$ cat config.mk
export PLATFORM = sky130hd
export DESIGN_NAME = arb_mux_nto1
export DESIGN_NICKNAME = d
export VERILOG_FILES = /design/src/rtl/arb_mux_nto1_pkg.sv /design/src/rtl/arb_mux_nto1_rr_arbiter.sv /design/src/rtl/arb_mux_nto1.sv
export SDC_FILE = /design/constraint.sdc
export NUM_CORES = 1
export LEC_CHECK = 0
export CAP_MARGIN = 10
export CORE_ASPECT_RATIO = 1.2
export CORE_MARGIN = 5
export CORE_UTILIZATION = 40
export DETAILED_ROUTE_END_ITERATION = 8
export GPL_ROUTABILITY_DRIVEN = 0
export PLACE_DENSITY = 0.75
export SLEW_MARGIN = 20
export SYNTH_ARGS = -nofsm -noshare
export SYNTH_HDL_FRONTEND = slang
export SYNTH_SLANG_ARGS = --single-unit
$ cat constraint.sdc
create_clock -name clk -period 7.4 [get_ports clk]
set_input_delay 1.11 -clock clk [delete_from_list [all_inputs] [get_ports clk]]
set_output_delay 1.11 -clock clk [all_outputs]
set_load 0.01 [all_outputs]
$ cat src/rtl/arb_mux_nto1_pkg.sv
// -----------------------------------------------------------------------------
// arb_mux_nto1_pkg
// Shared definitions for the N:1 arbitrated output-register multiplexer:
//   - default WIDTH / N constants
//   - clog2_min1() helper used to derive the channel-index width SELW
//   - output-register state encoding
// Optional build macro (consumed by rr_arbiter): ARB_MUX_FIXED_PRIO_EN
// -----------------------------------------------------------------------------
package arb_mux_nto1_pkg;

  localparam int unsigned ARB_MUX_DEF_WIDTH = 32'd32;
  localparam int unsigned ARB_MUX_DEF_N     = 32'd4;

  // Index width for n channels; never narrower than one bit so N=1 still
  // gets a legal out_sel port.
  function automatic int unsigned clog2_min1(input int unsigned n);
    int unsigned w;
    w = 32'd0;
    while ((32'd1 << w) < n) begin
      w = w + 32'd1;
    end
    return (w == 32'd0) ? 32'd1 : w;
  endfunction

  // The output register is the only state: empty or holding a word.
  typedef enum logic {
    ST_EMPTY = 1'b0,
    ST_FULL  = 1'b1
  } out_state_e;

endpackage

$ cat src/rtl/arb_mux_nto1_rr_arbiter.sv
// -----------------------------------------------------------------------------
// rr_arbiter
// Combinational N-way arbiter. Grants the first requesting channel found when
// searching ptr, ptr+1, ..., N-1, 0, ..., ptr-1 (modulo N, N need not be a
// power of two). The pointer register lives in the parent.
// Build option ARB_MUX_FIXED_PRIO_EN: the search always starts at index 0
// (lowest index wins) and ptr is ignored.
// Ports:
//   req     [N]     request vector
//   ptr     [SELW]  search start index (must be < N)
//   gnt     [N]     one-hot grant
//   gnt_idx [SELW]  index of the granted channel (0 when none)
//   any_gnt         at least one request was granted
// -----------------------------------------------------------------------------
module rr_arbiter
  import arb_mux_nto1_pkg::*;
#(
  parameter int unsigned N    = ARB_MUX_DEF_N,
  parameter int unsigned SELW = clog2_min1(N)
) (
  input  logic [N-1:0]    req,
  input  logic [SELW-1:0] ptr,
  output logic [N-1:0]    gnt,
  output logic [SELW-1:0] gnt_idx,
  output logic            any_gnt
);

  int unsigned start_s;

`ifdef ARB_MUX_FIXED_PRIO_EN
  logic unused_ptr_s;
  assign unused_ptr_s = ^ptr;
  assign start_s      = 32'd0;
`else
  assign start_s      = 32'(ptr);
`endif

  // Rotating first-one search; ptr < N so one conditional subtract wraps.
  always_comb begin
    int unsigned idx;
    gnt     = '0;
    gnt_idx = '0;
    any_gnt = 1'b0;
    idx     = 32'd0;
    for (int unsigned k = 0; k < N; k++) begin
      idx = start_s + k;
      if (idx >= N) begin
        idx = idx - N;
      end else begin
        idx = idx;
      end
      if (!any_gnt && req[idx]) begin
        gnt[idx] = 1'b1;
        gnt_idx  = SELW'(idx);
        any_gnt  = 1'b1;
      end else begin
        any_gnt  = any_gnt;
      end
    end
  end

endmodule

$ cat src/rtl/arb_mux_nto1.sv
// -----------------------------------------------------------------------------
// arb_mux_nto1
// N-input, WIDTH-bit registered multiplexer with round-robin arbitration and
// valid/ready handshakes. One cycle latency, one word per cycle throughput.
// Build option ARB_MUX_FIXED_PRIO_EN: fixed priority (index 0 highest),
// selected inside rr_arbiter; ports and latency are unchanged.
// Ports:
//   clk, reset          rising-edge clock, synchronous active-high reset
//   in_valid  [N]       per-channel request
//   in_data   [N*WIDTH] channel i at [i*WIDTH +: WIDTH]
//   in_ready  [N]       per-channel accept (at most one bit high)
//   out_valid           output register holds a word
//   out_data  [WIDTH]   registered word of the granted channel
//   out_sel   [SELW]    index of the channel that produced out_data
//   out_ready           consumer takes out_data this cycle
// Note: in_ready depends combinationally on out_ready.
// -----------------------------------------------------------------------------
module arb_mux_nto1
  import arb_mux_nto1_pkg::*;
#(
  parameter  int unsigned WIDTH = ARB_MUX_DEF_WIDTH,
  parameter  int unsigned N     = ARB_MUX_DEF_N,
  localparam int unsigned SELW  = clog2_min1(N)
) (
  input  logic               clk,
  input  logic               reset,
  input  logic [N-1:0]       in_valid,
  input  logic [N*WIDTH-1:0] in_data,
  output logic [N-1:0]       in_ready,
  output logic               out_valid,
  output logic [WIDTH-1:0]   out_data,
  output logic [SELW-1:0]    out_sel,
  input  logic               out_ready
);

  out_state_e        state_q, state_d;
  logic [WIDTH-1:0]  data_q, data_d;
  logic [SELW-1:0]   sel_q, sel_d;
  logic [SELW-1:0]   rr_ptr_q, rr_ptr_d;

  logic [N-1:0]      gnt_s;
  logic [SELW-1:0]   gnt_idx_s;
  logic              any_gnt_s;
  logic              accept_s;
  logic              load_s;
  logic [WIDTH-1:0]  sel_data_s;

  rr_arbiter #(
    .N    (N),
    .SELW (SELW)
  ) u_arb (
    .req     (in_valid),
    .ptr     (rr_ptr_q),
    .gnt     (gnt_s),
    .gnt_idx (gnt_idx_s),
    .any_gnt (any_gnt_s)
  );

  // Register can take a word when empty or when its current word drains now.
  assign accept_s  = (state_q == ST_EMPTY) | out_ready;
  assign load_s    = any_gnt_s & accept_s & ~reset;
  // gnt is a subset of in_valid, so in_ready never rises for an idle channel.
  assign in_ready  = reset ? '0 : (gnt_s & {N{accept_s}});

  assign out_valid = (state_q == ST_FULL);
  assign out_data  = data_q;
  assign out_sel   = sel_q;

  // AND-OR data select over the one-hot grant; no priority chain on data.
  always_comb begin
    sel_data_s = '0;
    for (int unsigned i = 0; i < N; i++) begin
      sel_data_s = sel_data_s | (in_data[i*WIDTH +: WIDTH] & {WIDTH{gnt_s[i]}});
    end
  end

  // Next-state: load on transfer, drain to empty when consumed, else hold.
  always_comb begin
    state_d  = state_q;
    data_d   = data_q;
    sel_d    = sel_q;
    rr_ptr_d = rr_ptr_q;
    if (load_s) begin
      state_d  = ST_FULL;
      data_d   = sel_data_s;
      sel_d    = gnt_idx_s;
      rr_ptr_d = (gnt_idx_s == SELW'(N - 32'd1)) ? '0 : (gnt_idx_s + SELW'(1'b1));
    end else if (out_ready) begin
      state_d  = ST_EMPTY;
    end else begin
      state_d  = state_q;
    end
  end

  // Output register, handshake state and round-robin pointer.
  always_ff @(posedge clk) begin
    if (reset) begin
      state_q  <= ST_EMPTY;
      data_q   <= '0;
      sel_q    <= '0;
      rr_ptr_q <= '0;
    end else begin
      state_q  <= state_d;
      data_q   <= data_d;
      sel_q    <= sel_d;
      rr_ptr_q <= rr_ptr_d;
    end
  end

endmodule

# Yosys cells after proc, flatten, opt, wreduce, memory -nomap -nowiden
# Index checks and enable logic that the tools add are counted.
dict set report totals {
  reg_bits 37
  in_bits 135
  output_inout_bits 39
}
dict set report op_classes {
  addsub 8
  magnitude_cmp 12
  n_eq_ne 1
  mux 36
  bitwise 16
  reduce_logical 11
}
# operator n
set op_table {}
lappend op_table {{AND 32 bit} 4}
lappend op_table {{greater-or-equal comparator 32 x 1 -> 1 bit, second input constant} 4}
lappend op_table {{less-than comparator 32 x 3 -> 1 bit, second input constant} 4}
lappend op_table {{two-way mux 32 bit} 4}
lappend op_table {{greater-or-equal comparator 32 x 3 -> 1 bit, second input constant} 3}
lappend op_table {{bitwise OR 32 bit} 3}
lappend op_table {{subtractor 32 x 3 -> 32 bit, second input constant} 3}
lappend op_table {{two-way mux 4 bit} 5}
lappend op_table {{two-way mux 1 bit} 14}
lappend op_table {{bitwise OR 4 bit} 3}
lappend op_table {{two-way mux 2 bit} 5}
lappend op_table {{binary-select mux 1 bit (select 2 bit)} 4}
lappend op_table {{demux 1 bit (select 2 bit)} 4}
lappend op_table {{logical AND 1 bit} 7}
lappend op_table {{adder 2 x 2 -> 3 bit, second input constant} 2}
lappend op_table {{AND 4 bit} 1}
lappend op_table {{subtractor 2 x 3 -> 4 bit, second input constant} 1}
lappend op_table {{adder 2 x 1 -> 3 bit, second input constant} 1}
lappend op_table {{greater-or-equal comparator 2 x 3 -> 1 bit, second input constant} 1}
lappend op_table {{zero test 1 bit} 3}
lappend op_table {{adder 2 x 1 -> 2 bit, second input constant} 1}
lappend op_table {{AND 1 bit} 2}
lappend op_table {{== test 2 bit, second input constant} 1}
lappend op_table {{inverter 1 bit} 2}
lappend op_table {{other kinds (2)} 2}

# Depth between registers and ports, before layout
# Gate-level depths: netlist (run 1).
dict set report depth {
  ltp_word 18
  depth_mapped 11
  mapped_depth_nobuf 8
}

# Cells and area by module
# From an unflattened synthesis (run 1), not the netlist that was laid out.
dict set report hier_totals {
  cells_unflattened 267
  hier_area_um2 2408.6
}
# mod instances cells_each area_each_um2 seq_area_each_um2
set modules_own_cells {}
lappend modules_own_cells {arb_mux_nto1 1 219 1949.4 740.7}
lappend modules_own_cells {rr_arbiter 1 48 459.2 0.0}

# Worst setup path before layout (run 1)
# No wires, ideal clock.
dict set report synth_path {
  path_kind {in2out}
  start {in in_valid[0]}
  end {out in_ready[1]}
  arrival_ns 2.751
  required_ns 6.290
  setup_slack_ns 3.539
  stages 8
  n_path_buf 2
  cell_sequence {buf_2 > or3b_1 > a2111o_1 > nand3_2 > a22o_2 > buf_2 > nor2_1 > nor2_1}
}
dict set report synth_via {
  elab_chain_len 14
  word_cells_on_any_way 26
  classes_between {mux (16); bitwise (4); reduce/logical (6)}
}
# element line_no
set synth_rtl {}
lappend synth_rtl {{start: declaration} arb_mux_nto1.sv:27} ;# input logic [N-1:0] in_valid,
lappend synth_rtl {{binary-select mux 1 bit (select 2 bit)} arb_mux_nto1_rr_arbiter.sv:52} ;# if (!any_gnt && req[idx]) begin
lappend synth_rtl {{two-way mux 1 bit (not written as such)} arb_mux_nto1_rr_arbiter.sv:52}
lappend synth_rtl {{two-way mux 1 bit} arb_mux_nto1_rr_arbiter.sv:52}
lappend synth_rtl {{zero test 1 bit} arb_mux_nto1_rr_arbiter.sv:52}
lappend synth_rtl {{logical AND 1 bit} arb_mux_nto1_rr_arbiter.sv:52}
lappend synth_rtl {{two-way mux 1 bit} arb_mux_nto1_rr_arbiter.sv:52}
lappend synth_rtl {{zero test 1 bit} arb_mux_nto1_rr_arbiter.sv:52}
lappend synth_rtl {{logical AND 1 bit} arb_mux_nto1_rr_arbiter.sv:52}
lappend synth_rtl {{two-way mux 1 bit} arb_mux_nto1_rr_arbiter.sv:52}
lappend synth_rtl {{zero test 1 bit} arb_mux_nto1_rr_arbiter.sv:52}
lappend synth_rtl {{logical AND 1 bit} arb_mux_nto1_rr_arbiter.sv:52}
lappend synth_rtl {{two-way mux 4 bit (*)} arb_mux_nto1_rr_arbiter.sv:52}
lappend synth_rtl {{AND 4 bit (*)} arb_mux_nto1.sv:63} ;# assign in_ready = reset ? '0 : (gnt_s & {N{accept_s}});
lappend synth_rtl {{two-way mux 4 bit (*)} arb_mux_nto1.sv:63}
lappend synth_rtl {{end: declaration} arb_mux_nto1.sv:29} ;# output logic [N-1:0] in_ready,
# Every way passes the cells marked *; elsewhere a longest branch is shown, timed or not. The select of a mux whose other input is x is not followed.

==> run metrics, run 1 <==
CTS tree built; die height 114 um; Final Hold Vio Count 0; total core area approximately 8900 sq um; first-pass GRT wire length 19.8 mm; Critical Path RT ~6.3 ns; syn avg cell area 8.00 sq um; sw power 0.000660 W; Yosys top cell area share 20.6%; multi-input logic area 2400 sq um; CTS Sinks 37; # setup viols final 0; clock latency on the worst-skew pair around 0.29 ns; starting density of the core approximately 40%; largest net degree at the start of global routing 37; Cell Chain, Critical Path inv_2 -> ha_1 -> mux2_2 -> mux2i_4 -> a2111o_1 -> a21o_1 -> nor2b_1 -> clkdlybuf4s50_1; WP data arrival ~4.3 ns; Synth Area in Adders 1.39%; max cap viols 0; share of cells above drive strength 1 10.6%; vias in the first global route 4173; synth cell count leaders inv_1 (64), nand2_1 (39), dfxtp_1 (37); cts hold-fix bufs 0; DRT Pass-1 Iters 4; Syn Inst Count 450; WL per Instance 17.8 um; WHS Path Cells 2; gr ovfl total 0; Reg clk slew, reported paths 0.09 ns; total number of vias 4040; cell area power density approximately 280 nW/um^2; Iter 0 DRT Violations approximately 180; Critical Path Stages 8; CP Capture Type primary output; number of placed cells counting well taps between 700 and 800; Final ANT Viol Nets 0; All-Layer GR Usage a little under a quarter; Die Width 96.6 um; hold_sp out_sel[1]; Clk pwr share 11.1%; leak pwr 2.48 nW; clock buffer count from CTS 5; most common cell in the synthesized netlist inv_1; Worst setup SP type flop; Worst VDD drop ~0.14 mV; dominant synthesized flop cell dfxtp_1; PortBufs 173; Util after Layout roughly 60%; synthesized flop and latch total 37; DR vias/cell 5.63; critical path class reg2out; cell area after synthesis 3600 sq um; # DRC 0; crit path buf inv count 2; Area growth syn-to-layout 50.0%; Tcrit/Tclk final 73.2%; unrepaired setup endpoints after global routing false; Detailed Route WL 12.7 mm; clk root buf clkbuf_8; Crit Path Max Fanout 32; Max H-tree Level 2; max incr delay on CP 0.90 ns; die area around 11000 sq um; Post-Route Skew 0.00839 ns; switching share of power 43.8%; mux cell area share after synthesis 4.17%; status finished clean; min Tclk post-route 5.42 ns; number of synthesized flops with an enable pin 0; fin cells approximately 700; part of the power in combinational logic roughly two thirds; Async SR Flop Fraction 0%; post-synthesis sequential area ratio 20.6%; synth unique cells 49; Compound-Gate Fraction of Synth Area 46.3%; synth warn 0; Post-Synth XOR/XNOR Area 0.243%; CP top delay family compound AO/OA/AOI/OAI gates; IO Count 174; FILL cells slightly above 800; power share of the sequential group 23.1%; Power, Total 0.00151 W; number of nets in the layout 735; Hold Crit Class reg2reg; Peak Freq 185 MHz; diode count 0; Cell Int Power 0.000846 W; Core Rows 38; post-CTS setup buffers 0; register area 741 sq um; R2R cell count 8; post-synthesis simple-gate area fraction approximately 14%; Worst Tran Pin Value 1.06 ns; slowest cell on the critical path a2111o_1; setup TNS 0 ns; initial antenna violation count 0; Synth Net Count 589; fin. max-slew vios 0; synth top area cells dfxtp_1 (21%), o221ai_2 (13%), o211a_1 (8.6%); post-DP HPWL 9.47 mm; Clock Tree Buf Depth 2; dominant cell type by area after synthesis dfxtp_1; Resized Gates After CTS 0; Slew HR between 20 and 30%; main combinational cell family by area after synthesis compound AO/OA/AOI/OAI gates
## kinds of logic (layout without fill, tap and decap cells)
kind of cell,Yosys count,after routing
fa+ha+maj,4,4
mux,10,10
xor+xnor,1,1
compound gates,186,186
simple gates,109,109
flops,37,37
buf+inv,103,250
## tightest hold or removal path, delay by kind of cell, from the launching register on
family | cells | cell delay (ns)
flops | 1 | 0.33
simple gates | 2 | 0.12
## routing by layer
| layer | GRT usage [%] | wire length [um] | vias to the layer above |
|---|---|---|---|
| met5 | 0 | 0 | - |
| met4 | 8.14 | 371 | 0 |
| met3 | 6.13 | 1010 | 28 |
| met2 | 39.9 | 6490 | 167 |
| met1 | 25.6 | 4870 | 1879 |
| li1 | - | - | 1966 |
## metrics by stage
step           setup WS (ns)  area [sq um]  hold WS, ns
5_1_grt                 1.80          5400        0.527
2_1_floorplan           3.54          3600        0.478
4_1_cts                 2.02          5400        0.487
3_5_place_dp            2.09          5290        0.472
6_report                1.98          5400        0.486
3_3_place_gp            2.18          5290        0.459
## layout make-up
| type | count | area share (%) |
|---|---|---|
| Multi-Input combinational cell | 310 | 44.5 |
| Sequential cell | 37 | 13.7 |
| Timing Repair Buffer | 176 | 32.5 |
| Tap cell | 120 | 2.78 |
| Clock inverter | 1 | 0.162 |
| Inverter | 66 | 4.59 |
| Clock buffer | 7 | 1.78 |
## state kept, by name (all words and copies together) (netlist names), named ones only
name	flops
out_data	32
out_sel	2
out_valid	1
rr_ptr_q	1
## power by group through the flow
stage,combinational [W],clock (W),sequential [W]
CTS,0.000995,0.000174,0.000348
finish,0.000991,0.000167,0.000348
global placement,0.000964,0,0.000350
detailed placement,0.000992,0,0.000351
global route,0.00107,0.000178,0.000360
floorplan,0.000625,0,0.000378
## placed cells by master (no fill, tap or decap), types with 2 or more instances in the layout
cell type        count
o221ai_1             2
nand2_1             39
o221ai_2            30
a2111o_1             3
o211a_1             31
and3_1               5
mux2_2               4
ha_1                 4
mux2i_4              2
a21oi_1             35
mux2i_2              2
nor3_1               2
nor2_1              12
o211ai_1            32
clkbuf_8             7
dfxtp_1             37
a21o_1              33
inv_2                2
and2_1               2
o22ai_1              3
clkdlybuf4s50_1    173
buf_4                3
inv_1               64
a31oi_1              4
nand3_1             35
o21ai_0              2
a211oi_1             2
nand2b_1             4
## final timing paths
| check | to | slack, ns |
|---|---|---|
| worst min-delay path | out_sel[1] | 0.49 |
| worst min register to register | out_sel[1] | 0.49 |
| worst max register to register | out_data[21] | 3.64 |
| worst max-delay path | in_ready[2] | 1.98 |
No activity file was read; power rests on OpenSTA's default activity.
==> inputs of run 2 (changes only) <==
==> constraint.sdc (replaced) <==
create_clock -name clk -period 5.1 [get_ports clk]
set_input_delay 0.765 -clock clk [delete_from_list [all_inputs] [get_ports clk]]
set_output_delay 0.765 -clock clk [all_outputs]
set_load 0.01 [all_outputs]
==> run 2 against run 1 <==
Against the previous run:
- core utilization increased by 0.24 points
- wire length increased by 1.7%
- total power is 46% higher
- cell count increased by 0.84%
- sequential power increased by 44%
- setup slack worse by 1.3 ns
- clock skew up 0.0027 ns
- worst hold slack lost 0.022 ns
- flip-flop and latch count is the same
- combinational power increased by 50%
- via count grew 0.45%
- non-clock buffer count is 6 higher
- critical path type unchanged
- critical endpoint is now in_ready[1]
- highest routed layer unchanged
==> run metrics, run 2 (same netlist as run 1, synthesis figures left out) <==
status finished clean; register area 741 sq um (unchanged); number of nets in the layout 741 (+0.82%); Clock Tree Buf Depth 2 (unchanged); Resized Gates After CTS 0 (unchanged); starting density of the core 40.3% (unchanged); diode count 0 (unchanged); IO Count 174 (unchanged); Cell Chain, Critical Path inv_2 -> ha_1 -> or3b_1 -> a2111o_1 -> nand3_2 -> a22o_2 -> nor2_1 -> nor2_1 -> clkdlybuf4s50_1; WL per Instance 17.9 um (+0.81%); initial antenna violation count 0 (unchanged); max cap viols 0 (unchanged); Detailed Route WL 13.0 mm (+1.7%); DRT Pass-1 Iters 4 (unchanged); gr ovfl total 0 (unchanged); Hold Crit Class reg2reg; most frequent cells in the layout clkdlybuf4s50_1 (173), inv_1 (64), nand2_1 (39), dfxtp_1 (37); Post-Route Skew 0.0111 ns (+0.00267 ns); post-CTS setup buffers 0 (unchanged); Crit Path Max Fanout 15 (-53%); cell area power density 405 nW/um^2 (+45%); CTS Sinks 37 (unchanged); vias in the first global route 4009 (-3.9%); multi-input logic area 2400 sq um (-0.10%); # setup viols final 0 (unchanged); setup TNS 0 ns (unchanged); FILL cells 821 (-0.73%); share of cells above drive strength 1 10.8% (+0.23 points); worst slack, placed 1.03 ns (-1.06 ns); # DRC 0 (unchanged); Max H-tree Level 2 (unchanged); clk root buf clkbuf_8; cts hold-fix bufs 0 (unchanged); min Tclk post-route 4.38 ns; Worst setup SP type flop; Area growth syn-to-layout 50.6%; first-pass GRT wire length 19.8 mm (-0.21%); commonest non-fill, non-tap cell in the layout clkdlybuf4s50_1; Die Width 96.6 um (unchanged); Peak Freq 228 MHz; max incr delay on CP 0.77 ns (-0.13 ns); WP data arrival 3.62 ns (-0.69 ns); Slew HR 38.6% (+9.0 points); total core area 8940 sq um (unchanged); total number of vias 4058 (+0.45%); Final Hold Vio Count 0 (unchanged); Power, Total 0.00219 W (+46%); clock latency on the worst-skew pair 0.29 ns (about the same); metal2 WL 6.79 mm (+4.5%); crit-path most repeated cell nor2_1; Largest register FFs 32 (unchanged); All-Layer GR Usage 22.7% (+0.12 points); CTS tree built; largest net degree at the start of global routing 37 (unchanged); slowest cell on the critical path dfxtp_1; Tcrit/Tclk final 85.9%; met1 WL 5.00 mm (+2.6%); Top Metal Used met4; Critical Path RT 4.34 ns (-1.95 ns); fin. max-slew vios 0 (unchanged); PortBufs 173 (unchanged); clock buffer count from CTS 5 (unchanged); unrepaired setup endpoints after global routing false; leak pwr 2.49 nW (+0.43%); die height 114 um (unchanged); Final ANT Viol Nets 0 (unchanged); die area 11000 sq um (unchanged); Met3 Routed Length 1.02 mm (+0.30%); post-DP HPWL 9.23 mm (-2.5%); Iter 0 DRT Violations 217 (+24%); DR vias/cell 5.61 (-0.39%); worst setup margin 0.719 ns (-1.27 ns); Reg clk slew, reported paths 0.07 ns (-0.02 ns); critical path class reg2out; Worst Tran Pin Value 0.920 ns (-0.135 ns); Worst VDD drop 0.184 mV (+30%); CP Capture Type primary output; Core Rows 38 (unchanged)
## run 2: area by class of cell
| class | instances | share of cell area [%] |
|---|---|---|
| multi-input cells | 310 | 44.2 |
| repair buffers | 182 | 33.2 |
| flip-flops and latches | 37 | 13.7 |
| inverters | 66 | 4.57 |
| well taps | 120 | 2.77 |
| clock buffers | 7 | 1.41 |
| clock inverters | 1 | 0.139 |
## run 2: metal layers
layer	vias up	global-route usage (%)
li1	1968	-
met1	1941	26.9
met2	137	41.0
met3	12	5.28
met4	0	4.86
met5	-	0
## run 2: worst paths after layout
| path | start | end | slack, ns | cells after the start |
|---|---|---|---|---|
| worst max-delay path | flop | in_ready[1] | 0.72 | 9 |
| worst min-delay path | out_sel[1] | out_sel[1] | 0.46 | 2 |
| worst min register to register | out_sel[1] | out_sel[1] | 0.46 | 2 |
| worst max register to register | flop | out_data[16] | 1.50 | 9 |
## run 2: stage by stage
step           instances  hold slack, ns  area [sq um]  utilization (%)
6_report             723           0.463          5420             60.6
5_1_grt              723           0.492          5420             60.6
4_1_cts              723           0.468          5420             60.6
3_5_place_dp         715           0.457          5340             59.7
3_3_place_gp         715           0.448          5340             59.7
2_1_floorplan        450           0.478          3600                -
## run 2: where the power goes
part           leakage [nW]  switching [W]  internal [W]
sequential            0.311      0.0000833      0.000417
combinational          2.14       0.000783      0.000703
clock                0.0385       0.000111     0.0000970
## run 2: worst max-delay path, delay by kind of cell, from the launching register on
family / cells / cell delay, ns
adder cells (fa/ha/maj): 1 / 0.48
buffers and inverters: 2 / 0.73
AO/OA/AOI/OAI: 2 / 0.61
AND/OR/NAND/NOR: 4 / 0.73
flip-flops: 1 / 0.77
